--- src/rtl/fifo_pkg.sv ---
// Shared types and helpers for the dual-port-RAM FIFO controller.
package fifo_pkg;

  localparam int unsigned ADDR_WIDTH_DEFAULT = 8;
  localparam int unsigned DEPTH              = 2 ** ADDR_WIDTH_DEFAULT;

  // Occupancy needs one more bit than the address to represent a full FIFO.
  typedef logic [ADDR_WIDTH_DEFAULT:0] occ_t;

  function automatic int unsigned ptr_width(input int unsigned addr_width);
    return addr_width + 1;
  endfunction

endpackage

--- src/rtl/fifo_ptr.sv ---
// FIFO pointer register: increments on request, wraps naturally through the extra MSB.
module fifo_ptr #(
  parameter int unsigned WIDTH = 9
) (
  input  logic             clk_in,
  input  logic             rst_n_in,
  input  logic             clr,
  input  logic             inc,
  output logic [WIDTH-1:0] ptr
);

  localparam logic [WIDTH-1:0] One = WIDTH'(1);

  logic [WIDTH-1:0] ptr_d, ptr_q;

  always_comb begin
    ptr_d = ptr_q;
    if (clr) begin
      ptr_d = '0;
    end else if (inc) begin
      ptr_d = ptr_q + One;
    end
  end

  always_ff @(posedge clk_in or negedge rst_n_in) begin
    if (!rst_n_in) begin
      ptr_q <= '0;
    end else begin
      ptr_q <= ptr_d;
    end
  end

  assign ptr = ptr_q;

endmodule

--- src/rtl/dp_ram_fifo_ctrl.sv ---
// FIFO controller driving a dual-port RAM: pointers, occupancy, flags and RAM commands.
module dp_ram_fifo_ctrl
  import fifo_pkg::*;
#(
  parameter int unsigned ADDR_WIDTH = ADDR_WIDTH_DEFAULT,
  parameter int unsigned DATA_WIDTH = 32,
  parameter int unsigned AF_LEVEL   = 2 ** ADDR_WIDTH - 2
) (
  input  logic                  clk_in,
  input  logic                  rst_n_in,
  input  logic                  clr,
  input  logic                  push,
  input  logic [DATA_WIDTH-1:0] push_data,
  input  logic                  pop,
  output logic                  full,
  output logic                  empty,
  output logic                  almost_full,
  output logic [ADDR_WIDTH:0]   count,
  output logic                  overflow,
  output logic                  underflow,
  output logic                  pop_valid,
  output logic                  ram_wr_en,
  output logic [ADDR_WIDTH-1:0] ram_wr_addr,
  output logic [DATA_WIDTH-1:0] ram_wr_data,
  output logic                  ram_rd_en,
  output logic [ADDR_WIDTH-1:0] ram_rd_addr
);

  localparam int unsigned   PW      = ptr_width(ADDR_WIDTH);
  localparam logic [PW-1:0] One     = PW'(1);
  localparam logic [PW-1:0] DepthC  = PW'(2 ** ADDR_WIDTH);
  localparam logic [PW-1:0] AfLevel = PW'(AF_LEVEL);

  logic [PW-1:0] wr_ptr, rd_ptr;
  logic [PW-1:0] count_d, count_q;
  logic          full_d, full_q, empty_d, empty_q, af_d, af_q;
  logic          ovf_d, ovf_q, udf_d, udf_q, pv_q;
  logic          push_acc, pop_acc;

  // Gating with rst_n_in drops RAM enables the moment reset asserts, not at the next edge.
  assign push_acc = push & ~full_q & ~clr & rst_n_in;
  assign pop_acc  = pop & ~empty_q & ~clr & rst_n_in;

  fifo_ptr #(.WIDTH(PW)) u_wr_ptr (
    .clk_in   (clk_in),
    .rst_n_in (rst_n_in),
    .clr      (clr),
    .inc      (push_acc),
    .ptr      (wr_ptr)
  );

  fifo_ptr #(.WIDTH(PW)) u_rd_ptr (
    .clk_in   (clk_in),
    .rst_n_in (rst_n_in),
    .clr      (clr),
    .inc      (pop_acc),
    .ptr      (rd_ptr)
  );

  always_comb begin
    count_d = count_q;
    unique case ({push_acc, pop_acc})
      2'b10:   count_d = count_q + One;
      2'b01:   count_d = count_q - One;
      default: count_d = count_q;
    endcase
    if (clr) begin
      count_d = '0;
    end
    // Flags follow next-state count so they line up with the registered count.
    full_d  = (count_d == DepthC);
    empty_d = (count_d == '0);
    af_d    = (count_d >= AfLevel);
    ovf_d   = clr ? 1'b0 : (ovf_q | (push & full_q));
    udf_d   = clr ? 1'b0 : (udf_q | (pop & empty_q));
  end

  always_ff @(posedge clk_in or negedge rst_n_in) begin
    if (!rst_n_in) begin
      count_q <= '0;
      full_q  <= 1'b0;
      empty_q <= 1'b1;
      af_q    <= 1'b0;
      ovf_q   <= 1'b0;
      udf_q   <= 1'b0;
      pv_q    <= 1'b0;
    end else begin
      count_q <= count_d;
      full_q  <= full_d;
      empty_q <= empty_d;
      af_q    <= af_d;
      ovf_q   <= ovf_d;
      udf_q   <= udf_d;
      pv_q    <= pop_acc;
    end
  end

  assign full        = full_q;
  assign empty       = empty_q;
  assign almost_full = af_q;
  assign count       = count_q;
  assign overflow    = ovf_q;
  assign underflow   = udf_q;
  assign pop_valid   = pv_q;
  assign ram_wr_en   = push_acc;
  assign ram_wr_addr = wr_ptr[ADDR_WIDTH-1:0];
  assign ram_wr_data = push_data;
  assign ram_rd_en   = pop_acc;
  assign ram_rd_addr = rd_ptr[ADDR_WIDTH-1:0];

endmodule

--- config.mk ---
export PLATFORM = sky130hd
export DESIGN_NAME = dp_ram_fifo_ctrl
export DESIGN_NICKNAME = d
export VERILOG_FILES = /design/src/rtl/fifo_pkg.sv /design/src/rtl/fifo_ptr.sv /design/src/rtl/dp_ram_fifo_ctrl.sv
export SDC_FILE = /design/constraint.sdc
export NUM_CORES = 1
export LEC_CHECK = 0
export ABC_CLOCK_PERIOD_IN_PS = 3600
export BUFFER_PORTS_ARGS = -buffer_cell sky130_fd_sc_hd__buf_2
export CAP_MARGIN = 20
export CELL_PAD_IN_SITES_DETAIL_PLACEMENT = 1
export CELL_PAD_IN_SITES_GLOBAL_PLACEMENT = 2
export CORE_ASPECT_RATIO = 1.1
export CORE_UTILIZATION = 23
export CTS_CLUSTER_DIAMETER = 100
export DETAILED_ROUTE_END_ITERATION = 7
export GPL_TIMING_DRIVEN = 0
export PLACE_DENSITY = 0.85
export REMOVE_ABC_BUFFERS = 1
export SLEW_MARGIN = 20
export SYNTH_ARGS = -nofsm -noshare
export SYNTH_HDL_FRONTEND = slang
export SYNTH_SLANG_ARGS = --single-unit
export TNS_END_PERCENT = 10
--- constraint.sdc ---
create_clock -name clk_in -period 3.6 [get_ports clk_in]
set_input_delay 0.72 -clock clk_in [delete_from_list [all_inputs] [get_ports clk_in]]
set_output_delay 0.72 -clock clk_in [all_outputs]
set_load 0.01 [all_outputs]
==> results of run 1 <==
power breakdown:
part / internal [mW] / switching [mW]
clock: 0.175 / 0.134
sequential: 0.362 / 0.0207
combinational: 0.0562 / 0.0708
critical path, cell delays in order:
cell,delay [ns]
buf_16,0.13
nand2_1,0.10
nor3_4,0.21
inv_2,0.09
ha_4,0.22
xor2_1,0.18
ha_2,0.24
buf_4,0.14
nand4_1,0.07
o21ai_0,0.15
a2111oi_0,0.55
a22oi_2,0.12
mux2i_1,0.17
buf_4,0.15
nor4b_1,0.31
flip-flops by register name, indices dropped and copies added, names as in the netlist:
| signal | count |
|---|---|
| almost_full | 1 |
| empty | 1 |
| u_wr_ptr.ptr | 8 |
| pop_valid | 1 |
| underflow | 1 |
| u_rd_ptr.ptr | 8 |
| overflow | 1 |
| full | 1 |
| count | 9 |
metrics by stage:
stage / hold WS [ns] / TNS (ns) / utilization / setup WS (ns) / std cells
after CTS: 0.2624 / 0 / 0.2679 / 0.02905 / 363
after global routing: 0.2281 / -0.08457 / 0.2739 / -0.07771 / 365
after global placement: 0.4807 / -10.02 / 0.2429 / -1.749 / 348
after floorplan: 0.4244 / -1.359 / - / -0.5113 / 197
final: 0.2309 / 0 / 0.2739 / 0.1947 / 365
after detailed placement: 0.4900 / -11.34 / 0.2429 / -1.908 / 348
placed cells by master, fill, tap and decap left out, drive strengths merged, types with 3 or more instances in the layout:
cell type	instances
a211oi	3
a21o	4
a21oi	8
a31oi	5
and3	3
buf	45
clkbuf	9
dfrtp	30
ha	5
inv	6
mux2i	4
nand2	13
nand2b	7
nand3	4
nand3b	3
nand4	4
nand4b	4
nor2	28
nor2b	3
o21ai	8
or3	3
or4	3
xnor2	6
xor2	13
repair_timing:
| action | in CTS | in global routing |
|---|---|---|
| setup endpoints to repair | 10 | 3 |
| setup buffers | 7 | 1 |
| gates cloned | 0 | 1 |
| resized for setup | 16 | 5 |
| pin swaps | 4 | 1 |
how the worst max path moves through the flow:
stage | to | slack, ns
2_1_floorplan | empty$_DFF_PN1_ | -0.51
3_3_place_gp | empty$_DFF_PN1_ | -1.75
3_5_place_dp | empty$_DFF_PN1_ | -1.91
4_1_cts | empty$_DFF_PN1_ | 0.03
5_1_grt | full$_DFF_PN0_ | -0.08
6_report | full$_DFF_PN0_ | 0.19
final cells by class:
cell class / instances / area, um2 / share of cell area
tap: 114 / 142.6 / 0.05810
sequential: 31 / 777.0 / 0.3165
inverter: 6 / 22.52 / 0.009174
multi-input combinational: 160 / 1114 / 0.4536
clock buffer: 8 / 100.1 / 0.04077
timing repair buffer: 46 / 299.0 / 0.1218
cells by family after synthesis:
kind of cell               Yosys count  synth area share
AOI/OAI and AO/OA                   43            0.1345
xor gates and xnor gates            19           0.07746
adders and majority gates            5           0.02912
buffers and inverters               52            0.1497
DFF                                 31            0.3617
muxes                                5           0.02388
and+or+nand+nor                     88            0.2237
routing by layer:
layer	vias up	track usage	share of wire
met5	-	0	0
met4	0	0.02840	0.0068
met3	7	0.08406	0.11
met2	78	0.2174	0.43
met1	902	0.1818	0.45
li1	835	-	-
==> reports/results.txt, run 1 <==
Outcome -> finished clean
Final worst-path cycle share -> 0.9459
Syn Inst Count -> 243
Vias/cell -> 4.992
Clk Latency, worst-skew pair -> 0.29 ns
CTS Buffer Depth -> 2
Power Total -> 0.8182 mW
Gr usage total -> 0.1453
Start point of the critical path -> rst_n_in
Clock sink total -> 31
Post-synth top area cell -> dfrtp_1
Area growth from synthesis to layout -> 14.27%
Nets -> 292
Hold-fix buffers, CTS -> 0
Core Area -> 0.008964 mm2
Crit path kind -> input pin to flop
Largest net degree at the start of global routing -> 35
Crit path DAT -> 3.57 ns
Synth warnings -> 0
Final Cell Area -> 0.002455 mm2
Max Cap Viol -> 0
Yosys reg bits -> 31
Die Ht -> 103.4 um
Cts bufs inserted -> 5
DR vias -> 1822
Placed Area -> 0.002177 mm2
Die ar. -> 0.009732 mm2
Worst-case clock skew -> 0.01028 ns
Max-slew violation count -> 0
Max-slew headroom -> 0.6090
Post-synth EDFFs -> 0
PD cells -> 333.3 mW/mm2
Ys flop type -> dfrtp_1
Worst-Margin Slew -> 0.5866 ns
Setup violations, final -> 0
Fmax -> 0.2937 GHz
Asr flop ratio synth -> 1.000
CTS tree -> yes
CP endpoint kind -> flop
CP max FO -> 17
Row Count -> 36
# DRC -> 0
Commonest cells post-synth -> buf_4, dfrtp_1, nor2_1, nand2_1, xor2_1
Root buffer selected by CTS -> clkbuf_8
Syn Area/Cell -> 8.841 um2
Area share of the largest cell type after synthesis -> 0.3494
Critical Path Start Type -> input pin
Synth Cell Area -> 0.002148 mm2
Required time of the critical path -> 3.77 ns
Diode count -> 0
Htree depth -> 2
1st-iter DRT viols -> 73
Total wire length -> 6785 um
Placer congestion estimate -> 0.7463
Post-synthesis sequential area ratio -> 0.3617
Reg2Reg Depth -> 13
DR WL/cell -> 18.59 um
Hpwl dp -> 4604 um
Vias in the first global route -> 1882
Static leakage -> 1.147 nW
Fillers -> 1042
Chip width -> 94.15 um
Reg clk slew, reported paths -> 0.07 ns
# port buffers -> 37
Synth area leaders -> dfrtp_1, buf_4, xor2_1
Reg2reg start -> empty$_DFF_PN1_
First-pass GRT wire length -> 10600 um
Worst IR drop on VDD -> 0.0001453 V
R2r endpoint -> full$_DFF_PN0_
Initial antenna violation count -> 0
ANT nets after route -> 0
Synth cell types -> 49
Final hold violations -> 0
Worst Hold Class -> input pin to asynchronous set/reset pin
Share of layout cells above drive strength 1 -> 0.2629
I/O Pins -> 102
Grt ovf -> 0
FF-to-FF setup slack -> 0.34 ns
Top-count cell post-synth -> buf_4
Initial DRT Pass Iterations -> 4
Fin crit period -> 3.405 ns
Starting Density -> 0.2397
No activity file was read; power rests on OpenSTA's default activity.
==> inputs of run 2 (changes only) <==
==> constraint.sdc (replaced) <==
create_clock -name clk_in -period 3.6 [get_ports clk_in]
set_input_delay 0.36 -clock clk_in [delete_from_list [all_inputs] [get_ports clk_in]]
set_output_delay 0.36 -clock clk_in [all_outputs]
set_load 0.01 [all_outputs]
==> reports/results.txt, run 2 (synthesis results as in run 1) <==
Outcome -> finished clean (unchanged)
WP buf/inv -> 0 (was 4)
Setup violations, final -> 0 (unchanged)
Initial antenna violation count -> 0 (unchanged)
Root buffer selected by CTS -> clkbuf_8 (unchanged)
DR vias -> 1840 (was 1822)
Reg2reg start -> empty$_DFF_PN1_ (unchanged)
Chip width -> 94.15 um (unchanged)
Total wire length -> 6731 um (was 6785 um)
ANT nets after route -> 0 (unchanged)
CTS Buffer Depth -> 2 (unchanged)
Die ar. -> 0.009732 mm2 (unchanged)
CTS tree -> yes (unchanged)
CP max FO -> 9 (was 17)
Max-slew violation count -> 0 (unchanged)
Worst-case clock skew -> 0.003704 ns (was 0.01028 ns)
Final Non-Filler Cells -> 366 (was 365)
Max stage delay on crit path -> 0.74 ns (was 0.55 ns)
Crit path kind -> flop to flop (was input pin to flop)
Start point of the critical path -> empty$_DFF_PN1_ (was rst_n_in)
Max-slew headroom -> 0.4344 (was 0.6090)
Share of layout cells above drive strength 1 -> 0.2500 (was 0.2629)
Reg clk slew, reported paths -> 0.07 ns (about the same)
# DRC -> 0 (unchanged)
Fin crit period -> 3.370 ns (was 3.405 ns)
Die Ht -> 103.4 um (unchanged)
Max Cap Viol -> 0 (unchanged)
Htree depth -> 2 (unchanged)
Gr usage total -> 0.1438 (was 0.1453)
Starting Density -> 0.2397 (unchanged)
Worst-Margin Slew -> 0.8270 ns (was 0.5866 ns)
Hold_ws -> 0.02705 ns (was 0.2309 ns)
First-pass GRT wire length -> 10490 um (was 10600 um)
Commonest non-fill, non-tap cells in the layout -> buf_2, dfrtp_1, nor2_1 (unchanged)
Crit-path slowest cell -> a2111oi_0 (unchanged)
Setup TNS -> 0 ns (unchanged)
Crit path DAT -> 3.53 ns (was 3.57 ns)
CP endpoint kind -> flop (unchanged)
Cts bufs inserted -> 5 (unchanged)
Worst IR drop on VDD -> 0.0001404 V (was 0.0001453 V)
Max reg flops -> 9 (unchanged)
Dpl cells -> 348 (unchanged)
CP cell instances -> nand3b_1 -> nor2_4 -> ha_4 -> xor2_1 -> ha_2 -> a21o_1 -> a21oi_1 -> a2111oi_0 -> mux2_2 -> nor2_1 -> nor4b_1 (was buf_16 -> nand2_1 -> nor3_4 -> inv_2 -> ha_4 -> xor2_1 -> ha_2 -> buf_4 -> nand4_1 -> o21ai_0 -> a2111oi_0 -> a22oi_2 -> mux2i_1 -> buf_4 -> nor4b_1)
Static leakage -> 1.133 nW (was 1.147 nW)
Clock sink total -> 31 (unchanged)
1st-iter DRT viols -> 79 (was 73)
Core Area -> 0.008964 mm2 (unchanged)
Grt ovf -> 0 (unchanged)
PD cells -> 334.7 mW/mm2 (was 333.3 mW/mm2)
Final worst-path cycle share -> 0.9362 (was 0.9459)
Area growth from synthesis to layout -> 12.52% (was 14.27%)
Vias in the first global route -> 1881 (was 1882)
Placer congestion estimate -> 0.7463 (unchanged)
Fmax -> 0.2967 GHz (was 0.2937 GHz)
Worst Hold Class -> input pin to asynchronous set/reset pin (unchanged)
Critical Path Start Type -> flop (was input pin)
Diode count -> 0 (unchanged)
Power Total -> 0.8091 mW (was 0.8182 mW)
DR WL/cell -> 18.39 um (was 18.59 um)
Top delay family on crit path -> compound AO/OA/AOI/OAI gates (unchanged)
I/O Pins -> 102 (unchanged)
Commonest non-fill, non-tap cell in the layout -> buf_2 (unchanged)
Required time of the critical path -> 3.76 ns (was 3.77 ns)
Vias/cell -> 5.027 (was 4.992)
# port buffers -> 37 (unchanged)
Largest net degree at the start of global routing -> 35 (unchanged)
Hpwl dp -> 4604 um (unchanged)
Nets -> 293 (was 292)
Row Count -> 36 (unchanged)
Clk Latency, worst-skew pair -> 0.28 ns (was 0.29 ns)
Initial DRT Pass Iterations -> 4 (unchanged)
Final hold violations -> 0 (unchanged)
==> run 2: cell count changes in the layout (fill, tap and decap cells not counted), sizes merged <==
| cell | change |
|---|---|
| buf | +2 |
| clkbuf | -1 |
==> run 2: path summary, 6_finish.rpt <==
check	end	slack [ns]	cells past startpoint
setup reg to reg	full$_DFF_PN0_	0.23	11
max in group asynchronous	count[1]$_DFF_PN0_	3.40	2
min in group clk_in	overflow$_DFF_PN0_	0.35	3
setup / recovery	full$_DFF_PN0_	0.23	11
hold reg to reg	overflow$_DFF_PN0_	0.50	2
hold / removal	empty$_DFF_PN1_	0.03	1
==> run 2: repair_timing <==
action                                  CTS  global route
pin swaps                                 1             2
resized for setup                        11             1
hold buffers                              1             0
setup buffers                             1             8
endpoints found under the setup margin    7             2
hold endpoints to repair                 30             0
==> run 2: worst reg2reg max path: cells and delay by family (launching register included) <==
family | cells | cell delay (ns)
simple gates | 4 | 0.84
fa+ha+maj | 2 | 0.50
compound gates | 3 | 0.93
mux | 1 | 0.44
flops | 1 | 0.38
xor+xnor | 1 | 0.17
==> run 2: stage by stage <==
stage               area, um2    util  setup slack, ns
floorplan                1849       -          -0.2089
global placement         2177  0.2429           -1.389
detailed placement       2177  0.2429           -1.548
CTS                      2355  0.2627          0.03480
global route             2417  0.2697        -0.005936
finish                   2417  0.2697           0.2295
==> run 2: power by group <==
group	internal [mW]	switching (mW)	leakage, nW	total, mW
Clock	0.174	0.130	0.0515	0.304
Sequential	0.362	0.0199	0.425	0.382
Combinational	0.0526	0.0700	0.656	0.123
Total	0.589	0.220	1.13	0.809
==> run 2: final cells by class <==
type | count | area [um2]
sequential | 31 | 777.0
fill | 1045 | 6546
multi-input combinational | 160 | 1090
timing repair buffer | 47 | 285.3
tap | 114 | 142.6
clock buffer | 8 | 100.1
inverter | 6 | 22.52
==> run 2: per-layer routing <==
layer  global-route usage  routed length, um  vias to the layer above
met5                    0                  0                        -
li1                     -                  -                      840
met4              0.02840                 34                        0
met3              0.08406                736                        5
met2               0.2118               2955                       77
met1               0.1818               3003                      918
